`config.mk`:
```
export PLATFORM = sky130hd
export DESIGN_NAME = stack_unit_flat
export DESIGN_NICKNAME = d
export VERILOG_FILES = /design/src/rtl/stack_unit_if.sv /design/src/rtl/stack_unit.sv /design/src/flat_wrapper.sv
export SDC_FILE = /design/constraint.sdc
export NUM_CORES = 1
export LEC_CHECK = 0
export CAP_MARGIN = 20
export CORE_ASPECT_RATIO = 1.2
export CORE_UTILIZATION = 53
export CTS_CLUSTER_SIZE = 8
export DETAILED_ROUTE_END_ITERATION = 10
export HOLD_SLACK_MARGIN = 0.05
export PLACE_DENSITY = 0.9
export SYNTH_ARGS = -nofsm -noshare
export SYNTH_HDL_FRONTEND = slang
export SYNTH_SLANG_ARGS = --single-unit
```
`constraint.sdc`:
```
create_clock -name clk -period 9.21 [get_ports clk]
set_input_delay 1.3815 -clock clk [delete_from_list [all_inputs] [get_ports clk]]
set_output_delay 1.3815 -clock clk [all_outputs]
set_load 0.02 [all_outputs]
```
`src/rtl/stack_unit_if.sv`:
```
// Bundles for stack_unit: op handshake from the control unit and the data-memory port.
// master drives the request side of each bundle; slave answers it.
interface stack_op_if #(
   parameter int DATA_W = 16
);
   logic              op_valid;
   logic [1:0]        op;
   logic              op_ready;
   logic [DATA_W-1:0] push_data;
   logic [DATA_W-1:0] pop_data;
   logic              pop_valid;
   logic              err;

   modport master (output op_valid, op, push_data, input op_ready, pop_data, pop_valid, err);
   modport slave  (input op_valid, op, push_data, output op_ready, pop_data, pop_valid, err);
endinterface

interface stack_mem_if #(
   parameter int DATA_W = 16,
   parameter int ADDR_W = 16
);
   logic              mem_req;
   logic              mem_we;
   logic [ADDR_W-1:0] mem_addr;
   logic [DATA_W-1:0] mem_wdata;
   logic [DATA_W-1:0] mem_rdata;
   logic              mem_ack;

   modport master (output mem_req, mem_we, mem_addr, mem_wdata, input mem_rdata, mem_ack);
   modport slave  (input mem_req, mem_we, mem_addr, mem_wdata, output mem_rdata, mem_ack);
endinterface

```
`src/rtl/stack_unit.sv`:
```
// Descending hardware stack controller running push/pop (and peek) over a req/ack memory port.
// Optional peek operation (op=10) is enabled by defining STACK_PEEK_EN.
module stack_unit #(
   parameter int              DATA_W      = 16,
   parameter int              ADDR_W      = 16,
   parameter logic [ADDR_W-1:0] STACK_BASE = 16'hFFFF,
   parameter int              STACK_DEPTH = 256
) (
   input  logic              clk,
   input  logic              rst,
   stack_op_if.slave         op_bus,
   stack_mem_if.master       mem_bus,
   output logic [ADDR_W-1:0] sp,
   output logic [16:0]       depth,
   output logic              empty,
   output logic              full
);
   typedef enum logic [1:0] {
      IDLE = 2'd0,
      WR   = 2'd1,
      RD   = 2'd2
   } state_t;

   localparam logic [16:0] DEPTH_MAX = 17'(STACK_DEPTH);

   state_t            state_r;
   logic [ADDR_W-1:0] sp_r;
   logic [16:0]       depth_r;
   logic [DATA_W-1:0] pop_data_r;
   logic              pop_valid_r;
   logic              err_r;
   logic              op_ready_r;
   logic              peek_r;
   logic              mem_req_r;
   logic              mem_we_r;
   logic [ADDR_W-1:0] mem_addr_r;
   logic [DATA_W-1:0] mem_wdata_r;
   logic              empty_s;
   logic              full_s;
   logic [ADDR_W-1:0] sp_inc_s;

   assign empty_s  = (depth_r == 17'd0);
   assign full_s   = (depth_r == DEPTH_MAX);
   assign sp_inc_s = sp_r + ADDR_W'(1);

   assign sp    = sp_r;
   assign depth = depth_r;
   assign empty = empty_s;
   assign full  = full_s;

   assign op_bus.op_ready  = op_ready_r;
   assign op_bus.pop_data  = pop_data_r;
   assign op_bus.pop_valid = pop_valid_r;
   assign op_bus.err       = err_r;

   assign mem_bus.mem_req   = mem_req_r;
   assign mem_bus.mem_we    = mem_we_r;
   assign mem_bus.mem_addr  = mem_addr_r;
   assign mem_bus.mem_wdata = mem_wdata_r;

   // Transaction FSM: accepts ops in IDLE, holds the memory request until ack, commits SP/depth on ack.
   always_ff @(posedge clk or negedge rst) begin
      if (!rst) begin
         state_r     <= IDLE;
         sp_r        <= STACK_BASE;
         depth_r     <= 17'd0;
         pop_data_r  <= '0;
         pop_valid_r <= 1'b0;
         err_r       <= 1'b0;
         op_ready_r  <= 1'b1;
         peek_r      <= 1'b0;
         mem_req_r   <= 1'b0;
         mem_we_r    <= 1'b0;
         mem_addr_r  <= '0;
         mem_wdata_r <= '0;
      end else begin
         pop_valid_r <= 1'b0;
         err_r       <= 1'b0;
         case (state_r)
            IDLE: begin
               if (op_bus.op_valid && op_ready_r) begin
                  case (op_bus.op)
                     2'b00: begin
                        if (full_s) begin
                           err_r <= 1'b1;
                        end else begin
                           mem_addr_r  <= sp_r;
                           mem_wdata_r <= op_bus.push_data;
                           mem_we_r    <= 1'b1;
                           mem_req_r   <= 1'b1;
                           peek_r      <= 1'b0;
                           op_ready_r  <= 1'b0;
                           state_r     <= WR;
                        end
                     end
                     2'b01: begin
                        if (empty_s) begin
                           err_r <= 1'b1;
                        end else begin
                           mem_addr_r <= sp_inc_s;
                           mem_we_r   <= 1'b0;
                           mem_req_r  <= 1'b1;
                           peek_r     <= 1'b0;
                           op_ready_r <= 1'b0;
                           state_r    <= RD;
                        end
                     end
`ifdef STACK_PEEK_EN
                     2'b10: begin
                        if (empty_s) begin
                           err_r <= 1'b1;
                        end else begin
                           mem_addr_r <= sp_inc_s;
                           mem_we_r   <= 1'b0;
                           mem_req_r  <= 1'b1;
                           peek_r     <= 1'b1;
                           op_ready_r <= 1'b0;
                           state_r    <= RD;
                        end
                     end
`endif
                     default: begin
                        err_r <= 1'b1;
                     end
                  endcase
               end
            end
            WR: begin
               if (mem_bus.mem_ack) begin
                  sp_r       <= sp_r - ADDR_W'(1);
                  depth_r    <= depth_r + 17'd1;
                  mem_req_r  <= 1'b0;
                  op_ready_r <= 1'b1;
                  state_r    <= IDLE;
               end
            end
            RD: begin
               if (mem_bus.mem_ack) begin
                  pop_data_r  <= mem_bus.mem_rdata;
                  pop_valid_r <= 1'b1;
                  // A peek reads the top entry but leaves the stack as it was.
                  if (!peek_r) begin
                     sp_r    <= sp_inc_s;
                     depth_r <= depth_r - 17'd1;
                  end
                  mem_req_r  <= 1'b0;
                  op_ready_r <= 1'b1;
                  state_r    <= IDLE;
               end
            end
            default: begin
               mem_req_r  <= 1'b0;
               op_ready_r <= 1'b1;
               state_r    <= IDLE;
            end
         endcase
      end
   end
endmodule

```
`src/flat_wrapper.sv`:
```
// flat-port wrapper written by rule: the top's interface ports become plain ports
module stack_unit_flat 
#(
   parameter int              DATA_W      = 16,
   parameter int              ADDR_W      = 16,
   parameter logic [ADDR_W-1:0] STACK_BASE = 16'hFFFF,
   parameter int              STACK_DEPTH = 256
)
  (clk, rst, sp, depth, empty, full, op_bus_op_valid, op_bus_op, op_bus_push_data, op_bus_op_ready, op_bus_pop_data, op_bus_pop_valid, op_bus_err, mem_bus_mem_req, mem_bus_mem_we, mem_bus_mem_addr, mem_bus_mem_wdata, mem_bus_mem_rdata, mem_bus_mem_ack);
  stack_op_if #(.DATA_W(DATA_W)) op_bus_i ();
  stack_mem_if #(.DATA_W(DATA_W), .ADDR_W(ADDR_W)) mem_bus_i ();
  input  logic clk;
  input  logic rst;
  output logic [ADDR_W-1:0] sp;
  output logic [16:0] depth;
  output logic empty;
  output logic full;
  input wire logic [$bits(op_bus_i.op_valid)-1:0] op_bus_op_valid;
  input wire logic [$bits(op_bus_i.op)-1:0] op_bus_op;
  input wire logic [$bits(op_bus_i.push_data)-1:0] op_bus_push_data;
  output wire logic [$bits(op_bus_i.op_ready)-1:0] op_bus_op_ready;
  output wire logic [$bits(op_bus_i.pop_data)-1:0] op_bus_pop_data;
  output wire logic [$bits(op_bus_i.pop_valid)-1:0] op_bus_pop_valid;
  output wire logic [$bits(op_bus_i.err)-1:0] op_bus_err;
  output wire logic [$bits(mem_bus_i.mem_req)-1:0] mem_bus_mem_req;
  output wire logic [$bits(mem_bus_i.mem_we)-1:0] mem_bus_mem_we;
  output wire logic [$bits(mem_bus_i.mem_addr)-1:0] mem_bus_mem_addr;
  output wire logic [$bits(mem_bus_i.mem_wdata)-1:0] mem_bus_mem_wdata;
  input wire logic [$bits(mem_bus_i.mem_rdata)-1:0] mem_bus_mem_rdata;
  input wire logic [$bits(mem_bus_i.mem_ack)-1:0] mem_bus_mem_ack;
  assign op_bus_i.op_valid = op_bus_op_valid;
  assign op_bus_i.op = op_bus_op;
  assign op_bus_i.push_data = op_bus_push_data;
  assign op_bus_op_ready = op_bus_i.op_ready;
  assign op_bus_pop_data = op_bus_i.pop_data;
  assign op_bus_pop_valid = op_bus_i.pop_valid;
  assign op_bus_err = op_bus_i.err;
  assign mem_bus_mem_req = mem_bus_i.mem_req;
  assign mem_bus_mem_we = mem_bus_i.mem_we;
  assign mem_bus_mem_addr = mem_bus_i.mem_addr;
  assign mem_bus_mem_wdata = mem_bus_i.mem_wdata;
  assign mem_bus_i.mem_rdata = mem_bus_mem_rdata;
  assign mem_bus_i.mem_ack = mem_bus_mem_ack;
  stack_unit #(.DATA_W(DATA_W), .ADDR_W(ADDR_W), .STACK_BASE(STACK_BASE), .STACK_DEPTH(STACK_DEPTH)) u_core (.clk(clk), .rst(rst), .op_bus(op_bus_i), .mem_bus(mem_bus_i), .sp(sp), .depth(depth), .empty(empty), .full(full));
endmodule
```
# Word level (Yosys, flattened, before mapping)
# Cells that the tools add are included.
# word_totals
ff_bits	89
inputBits	38
output_inout_bits	88
wordCells	80
# op_classes
addsub	4
n_eq_ne	14
n_mux	37
n_bitwise	1
reduce_logical	12
# op_table
op	count
2-to-1 mux 16 bit	5
one-hot mux 16 bit (2 select lines)	2
2-to-1 mux 17 bit	3
one-hot mux 17 bit (2 select lines)	1
adder 17 x 1 -> 17 bit, second input constant	1
== test 17 x 9 -> 1 bit, second input constant	1
logical NOT 17 bit	1
subtractor 17 x 1 -> 17 bit, second input constant	1
adder 16 x 1 -> 16 bit, second input constant	1
subtractor 16 x 1 -> 16 bit, second input constant	1
2-to-1 mux 1 bit	14
one-hot mux 1 bit (2 select lines)	6
inequality test 2 bit, second input constant	5
AND reduction 5 bit	2
inequality test 3 bit, second input constant	3
2-to-1 mux 2 bit	4
one-hot mux 2 bit (2 select lines)	2
AND reduction 4 bit	2
== test 2 x 1 -> 1 bit, second input constant	2
logical NOT 2 bit	2
inequality test 2 x 1 -> 1 bit, second input constant	2
nonzero test 2 bit	2
== test 2 bit, second input constant	1
AND reduction 2 bit	1
3 further kinds	3

# Depth between registers and ports, before layout
# Gate-level depths: netlist of the first run.
# logic_depth
depth_word	5
depth_mapped	15
mapped_depth_nobuf	11

# Worst setup path after synthesis of the first run
# No wires, ideal clock.
# synth_path
path_kind	register to output
startpoint	register u_core.depth_r[13] (netlist: u_core.depth[13])
endpoint	output empty
arrival_ns	1.646
required_ns	7.828
path_slack_ns	6.182
stages_incl_launch_ff	6
n_path_buf	1
cell_sequence	dfrtp_1 -> buf_2 -> or3_1 -> nor2_1 -> and4_1 -> nor2b_1
# synth_between
elab_chain_len	1
# synth_rtl
element	line	text
start: declaration	stack_unit.sv:28	logic [16:0] depth_r;
start signal: assignment	stack_unit.sv:131	depth_r <= depth_r + 17'd1;
start signal: assignment	stack_unit.sv:144	depth_r <= depth_r - 17'd1;
logical NOT 17 bit	stack_unit.sv:42	assign empty_s = (depth_r == 17'd0);
end: declaration	flat_wrapper.sv:16	output logic empty;
# No other way between the ends.

# Worst setup path in the final report of the first run
# layout_path
startpoint	register u_core.depth_r[13] (netlist: u_core.depth[13])
endpoint	output full
# layout_between
elab_chain_len	1
# layout_rtl
element	line	text
== test 17 x 9 -> 1 bit	stack_unit.sv:43	assign full_s = (depth_r == DEPTH_MAX);
end: declaration	flat_wrapper.sv:17	output logic full;
# No other way between the ends.

==> summary.md, run 1 <==
| Metric | Value |
|---|---|
| Nets@finish | 646 |
| Type of the worst setup path | reg2out |
| Mean routed wirelength per cell | 16.2 um |
| Arrival time worst endpoint | 2480 ps |
| Minimum setup slack among reg-to-reg paths | 5880 ps |
| Buffers plus inverters on the worst setup path | 1 |
| H-tree levels | 3 |
| Switching share of power | 0.223 |
| TritonCTS clock tree | yes |
| Total global-route track usage | 0.245 |
| 1st-iter DRT viols | 172 |
| Source-to-sink clock delay at the later pin of the worst-skew pair | 360 ps |
| Max-cap violations | 0 |
| Row Count | 38 |
| Placeable core region | 0.00903 mm2 |
| Fillers | 666 |
| Number of enable flip-flop cells after synthesis | 0 |
| Final instance area | 0.00637 mm2 |
| Number of register bits inferred by synthesis | 88 |
| Reg-to-Reg Start | u_core.state_r[0]$_DFFE_PN0P_ |
| Clock slew seen by the registers of the worst setup and hold paths | 90 ps |
| Critical path endpoint category | output pin |
| Vias in the first global route | 3915 |
| Ports placed on the boundary | 126 |
| Core Util, Final | 0.706 |
| Cts hold-fix bufs | 0 |
| Fin. max-slew vios | 0 |
| Combinational Power Share | 0.042 |
| Total clock sinks | 88 |
| Worst-case setup slack after placement | 5400 ps |
| Worst R2R Path Depth | 9 |
| Share of layout cells above drive strength 1 | 0.137 |
| HPWL after DPL | 8130 um |
| Combined area of the multi-input logic cells | 0.00244 mm2 |
| Number of nets with antenna violations after detailed routing | 0 |
| Hold depth | 1 |
| Mapped cell area | 0.00495 mm2 |
| Share of the cycle needed by the critical path after routing | 0.420 |
| Total number of vias | 4136 |
| Critical-path cell list | or3_1 > nor2_1 > and4_1 > and2_2 > clkdlybuf4s50_1 |
| Minimum setup slack in the final design | 5340 ps |
| Sequential-to-total area share from yosys stat | 0.449 |
| Cell type group with the largest total delay on the critical path | simple AND/OR/NAND/NOR gates |
| Starting utilization of the core area | 0.548 |
| Hold_sp | u_core.mem_bus.mem_wdata[11]$_DFFE_PN0P_ |
| Total CTS buffers | 9 |
| Top flip-flop cell by instance count after synthesis | dfrtp_1 |
| Global-route wire length before repair | 18900 um |
| Async set or reset register ratio after synthesis | 1.00 |
| Max Root-Sink Buffers | 2 |
| Internal Power | 536 uW |
| Number of cells upsized or downsized after cts | 0 |
| Static Leak | 0.00270 uW |
| Gate count of the mapped netlist | 499 |
| Critical Path Source Type | flip-flop |
| Setup violations, final | 0 |
| Horizontal die dimension | 90.2 um |
| Final GP Congestion | 0.873 |
| PortBufs | 125 |
| Transition time at the pin with the least slew margin | 1030 ps |
| Final sum of negative setup slack | 0 ps |
| Overflow after GRT | 0 |
| Antenna violations before repair | 0 |
| Syn Nets | 544 |
| Min Tclk post-route | 3870 ps |
| Worst-case headroom to the max-slew limit | 0.311 |
| Drt pass-1 iters | 5 |
| Final WL | 11800 um |
| Distinct cell type count after synthesis | 67 |
| Yosys warning total | 0 |
| Fin. Hold Viols | 0 |
| Largest net degree at the start of global routing | 89 |
| Die area | 0.00973 mm2 |
| RSZ-0062 raised after global routing | false |
| Drt via density | 5.70 |
| Max Clk Rate | 259 MHz |
| Number of post-CTS setup repair buffers | 0 |
| Result of the run | finished clean |
| Post-Synthesis Mean Instance Area | 9.92 um2 |
| Clock skew | 6.56 ps |
| Slowest cell on crit path | clkdlybuf4s50_1 |
| Sequential cell area | 0.00222 mm2 |
| Worst IR drop on VDD | 101 uV |
| Power per cell area | 108 mW/mm2 |
| Ant diodes | 0 |
| Layout overhead on the synthesized area | 28.8% |
| Proportion of power drawn by the clock network | 0.398 |
| Worst Path Max Fanout | 9 |
| Source of the critical timing path | u_core.depth[13]$_DFFE_PN0P_ |
| Worst path max stage delay | 620 ps |
| Worst Hold End | u_core.mem_bus.mem_wdata[11]$_DFFE_PN0P_ |
| Capture point of the worst reg-to-reg path | u_core.depth[9]$_DFFE_PN0P_ |
| Clock Root Buffer | clkbuf_8 |
| Vertical die dimension | 108 um |
| Post-Place Cell Area | 0.00612 mm2 |
| DRC viols | 0 |
| Sw power | 154 uW |
| Hold Path Class | reg2reg |
| Sequential cell fraction of total power | 0.560 |
| Required @ worst endpoint | 7830 ps |
## cells in the mapped netlist (12+ instances only)
library cell,number,area [um2]
nand2_1,37,139
nor3_1,12,60.1
o21ai_0,16,80.1
xor2_1,31,272
a21oi_1,32,160
dfrtp_1,71,1780
mux2_2,31,349
dfstp_2,17,447
nand3_1,19,95.1
xnor2_1,22,193
nor2_1,49,184
clkbuf_1,18,67.6
## metal layers
metal	track usage	vias to the layer above	wire length (um)
met3	0.0360	17	668
met1	0.296	2023	4490
li1	-	1947	-
met5	0	-	0
met4	0.101	0	252
met2	0.438	149	6340
## stage by stage
step / hold WS (ps) / power [uW] / instances
after floorplan: 484 / 397 / 499
after global placement: 469 / 421 / 708
after detailed placement: 475 / 422 / 708
after CTS: 494 / 693 / 724
after global routing: 522 / 713 / 726
final: 494 / 690 / 726
## how the worst max path moves through the flow
stage / endpoint / slack (ps) / cells after the start
global route: full / 5210 / 4
finish: full / 5340 / 5
detailed placement: u_core.mem_bus.mem_addr[10]$_DFFE_PN0P_ / 5400 / 6
floorplan: empty / 6180 / 5
global placement: u_core.state_r[1]$_DFFE_PN0P_ / 5600 / 6
CTS: full / 5320 / 5
## logic make-up (layout without fill, tap and decap cells)
kind of cell             after synthesis  in the layout  synth area share
AO/OA/AOI/OAI                         88             88             0.113
XOR/XNOR                              53             53            0.0938
adder cells (fa/ha/maj)                7              7            0.0177
buffers and inverters                 49            156            0.0584
flip-flops                            88             88             0.449
multiplexers                          37             37            0.0832
AND/OR/NAND/NOR                      177            177             0.185
## cell usage in the layout (no fill, tap or decap), drive strengths merged, types with 8 or more instances in the layout
cell type,n
nand4,8
a21oi,32
and3,9
mux2,33
clkdlybuf4s50,124
nor3,12
xor2,31
nand3,19
xnor2,22
inv,11
nor4,9
dfrtp,71
nor2,49
dfstp,17
clkbuf,12
nand2,37
o21ai,25
## final cells by class
cell class	count	share of cell area
Timing Repair Buffer	129	0.207
Tap cell	120	0.0236
Multi-Input combinational cell	362	0.383
Sequential cell	88	0.349
Inverter	11	0.00648
Clock inverter	4	0.00824
Clock buffer	12	0.0228
## flip-flops by register name, summed over array words and instances, names as in the netlist
register,count
u_core.depth,17
u_core.mem_bus.mem_addr,16
u_core.mem_bus.mem_req,1
u_core.mem_bus.mem_wdata,16
u_core.mem_bus.mem_we,1
u_core.op_bus.err,1
u_core.op_bus.op_ready,1
u_core.op_bus.pop_data,16
u_core.op_bus.pop_valid,1
u_core.sp,16
u_core.state_r,2
## power by group through the flow
stage                     Sequential (uW)  Combinational (uW)  Clock [uW]
after floorplan                       394                3.18           0
after global placement                394                27.0           0
after detailed placement              394                27.9           0
after CTS                             386                28.0         279
after global routing                  386                31.6         295
final                                 386                29.0         275
(Power assumes the default switching activity.)
==> inputs of run 2 (changes only) <==
--- a/config.mk
+++ b/config.mk
@@ -7,11 +7,11 @@
 export LEC_CHECK = 0
 export CAP_MARGIN = 20
 export CORE_ASPECT_RATIO = 1.2
-export CORE_UTILIZATION = 53
+export CORE_UTILIZATION = 45
 export CTS_CLUSTER_SIZE = 8
 export DETAILED_ROUTE_END_ITERATION = 10
 export HOLD_SLACK_MARGIN = 0.05
-export PLACE_DENSITY = 0.9
+export PLACE_DENSITY = 0.81
 export SYNTH_ARGS = -nofsm -noshare
 export SYNTH_HDL_FRONTEND = slang
 export SYNTH_SLANG_ARGS = --single-unit
==> constraint.sdc (replaced) <==
create_clock -name clk -period 3.1 [get_ports clk]
set_input_delay 0.465 -clock clk [delete_from_list [all_inputs] [get_ports clk]]
set_output_delay 0.465 -clock clk [all_outputs]
set_load 0.02 [all_outputs]
==> summary.md, run 2 (synthesis gave the netlist of run 1 again) <==
| Metric | Value |
|---|---|
| Source of the critical timing path | u_core.depth[13]$_DFFE_PN0P_ |
| Setup violations, final | 0 |
| Number of post-CTS setup repair buffers | 0 |
| TritonCTS clock tree | yes |
| Transition time at the pin with the least slew margin | 725 ps |
| Total number of vias | 4139 |
| Antenna violations before repair | 0 |
| Internal Power | 1850 uW |
| Max Root-Sink Buffers | 2 |
| Cts hold-fix bufs | 0 |
| Die area | 0.0114 mm2 |
| Static Leak | 0.00278 uW |
| Share of the cycle needed by the critical path after routing | 0.944 |
| RSZ-0062 raised after global routing | false |
| Combinational Power Share | 0.036 |
| Capture point of the worst reg-to-reg path | u_core.depth[10]$_DFFE_PN0P_ |
| Worst R2R Path Depth | 11 |
| Mean routed wirelength per cell | 16.5 um |
| 1st-iter DRT viols | 182 |
| Switching share of power | 0.216 |
| Overflow after GRT | 0 |
| Max reg flops | 17 |
| Final WL | 12300 um |
| Ports placed on the boundary | 126 |
| Share of layout cells above drive strength 1 | 0.151 |
| Total CTS buffers | 9 |
| Crit path capture | full |
| Fin. max-slew vios | 0 |
| Number of cells upsized or downsized after cts | 0 |
| PortBufs | 125 |
| Number of nets with antenna violations after detailed routing | 0 |
| Failing checks | design-rule violations |
| Hold Path Class | in2async |
| Source-to-sink clock delay at the later pin of the worst-skew pair | 330 ps |
| Fin. Hold Viols | 0 |
| Horizontal die dimension | 97.7 um |
| Required @ worst endpoint | 2630 ps |
| Reg-to-Reg Start | u_core.state_r[0]$_DFFE_PN0P_ |
| Result of the run | finished with violations |
| Min Tclk post-route | 2930 ps |
| Total global-route track usage | 0.219 |
| Vertical die dimension | 117 um |
| Sequential cell area | 0.00222 mm2 |
| Critical path endpoint category | output pin |
| Layout overhead on the synthesized area | 32.0% |
| Vias in the first global route | 4055 |
| DRC viols | 16 |
| Fillers | 888 |
| Combined area of the multi-input logic cells | 0.00244 mm2 |
| Max-cap violations | 0 |
| Clock skew | 7.97 ps |
| Core Util, Final | 0.615 |
| Critical Path Source Type | flip-flop |
| Nets@finish | 655 |
| Starting utilization of the core area | 0.466 |
| Proportion of power drawn by the clock network | 0.477 |
| Worst-case headroom to the max-slew limit | 0.515 |
| Minimum setup slack among reg-to-reg paths | 450 ps |
| Final GP Congestion | 0.856 |
| Most used cells in the layout excluding fill and tap cells | clkdlybuf4s50_1, dfrtp_1, nor2_1 |
| Worst Path Max Fanout | 9 |
| Ant diodes | 0 |
| Type of the worst setup path | reg2out |
| H-tree levels | 3 |
| Final sum of negative setup slack | 0 ps |
| Sw power | 509 uW |
| Total clock sinks | 88 |
| Final-layout worst hold slack | 100 ps |
| Most common cell after layout, fill and taps aside | clkdlybuf4s50_1 |
| Worst IR drop on VDD | 259 uV |
| Arrival time worst endpoint | 2460 ps |
| Placeable core region | 0.0106 mm2 |
| Clock slew seen by the registers of the worst setup and hold paths | 60 ps |
| Largest net degree at the start of global routing | 52 |
| Clock Root Buffer | clkbuf_16 |
| HPWL after DPL | 8770 um |
| Worst-case setup slack after placement | 501 ps |
| Sequential cell fraction of total power | 0.487 |
| Minimum setup slack in the final design | 174 ps |
| Row Count | 41 |
| Max Clk Rate | 342 MHz |
| Drt via density | 5.56 |
| Drt pass-1 iters | 7 |
| Global-route wire length before repair | 20000 um |
| Power per cell area | 361 mW/mm2 |
[run 2: changes by cell type in the layout (fill, tap and decap cells not counted), sizes merged]
cell      before  now
buf            5   14
clkbuf        12   11
clkinv         3    2
clkinvlp       0    2
[run 2: layer usage]
metal  track usage  share of wire
met1         0.271           0.41
met2         0.383           0.52
met3        0.0523          0.056
met4        0.0697          0.015
met5             0              0
[run 2: stage by stage]
stage | power (uW) | cell area (um2) | std cells
final | 2360 | 6540 | 744
after global routing | 2440 | 6540 | 744
after detailed placement | 1260 | 6230 | 728
after global placement | 1260 | 6230 | 728
after floorplan | 1180 | 4950 | 499
after CTS | 2390 | 6540 | 744
[run 2: layout make-up]
class / instances / share of cell area
multi-input cells: 362 / 0.374
flip-flops and latches: 88 / 0.340
repair buffers: 138 / 0.208
clock buffers: 11 / 0.0371
well taps: 129 / 0.0247
clock inverters: 5 / 0.00996
inverters: 11 / 0.00632
[run 2: worst min path at each step]
stage | end | slack (ps) | cells after the start
6_report | u_core.mem_bus.mem_addr[7]$_DFFE_PN0P_ | 100 | 1
3_3_place_gp | u_core.mem_bus.mem_addr[9]$_DFFE_PN0P_ | 470 | 1
4_1_cts | u_core.depth[10]$_DFFE_PN0P_ | 120 | 1
5_1_grt | u_core.depth[10]$_DFFE_PN0P_ | 150 | 1
3_5_place_dp | u_core.mem_bus.mem_addr[7]$_DFFE_PN0P_ | 480 | 1
2_1_floorplan | u_core.depth[0]$_DFFE_PN0P_ | 170 | 0
[run 2: power by group through the flow]
stage / combinational (uW) / sequential, uW / clock [uW]
after floorplan: 9.45 / 1170 / 0
after global placement: 85.7 / 1170 / 0
after detailed placement: 88.0 / 1170 / 0
after CTS: 88.2 / 1150 / 1150
after global routing: 95.3 / 1150 / 1190
final: 85.8 / 1150 / 1120
[run 2: critical path, cell delays in order, from the launching register on]
cell	delay, ps
dfrtp_1	480
or3_1	420
nor2_1	130
and4_1	280
and2_2	200
clkdlybuf4s50_1	620
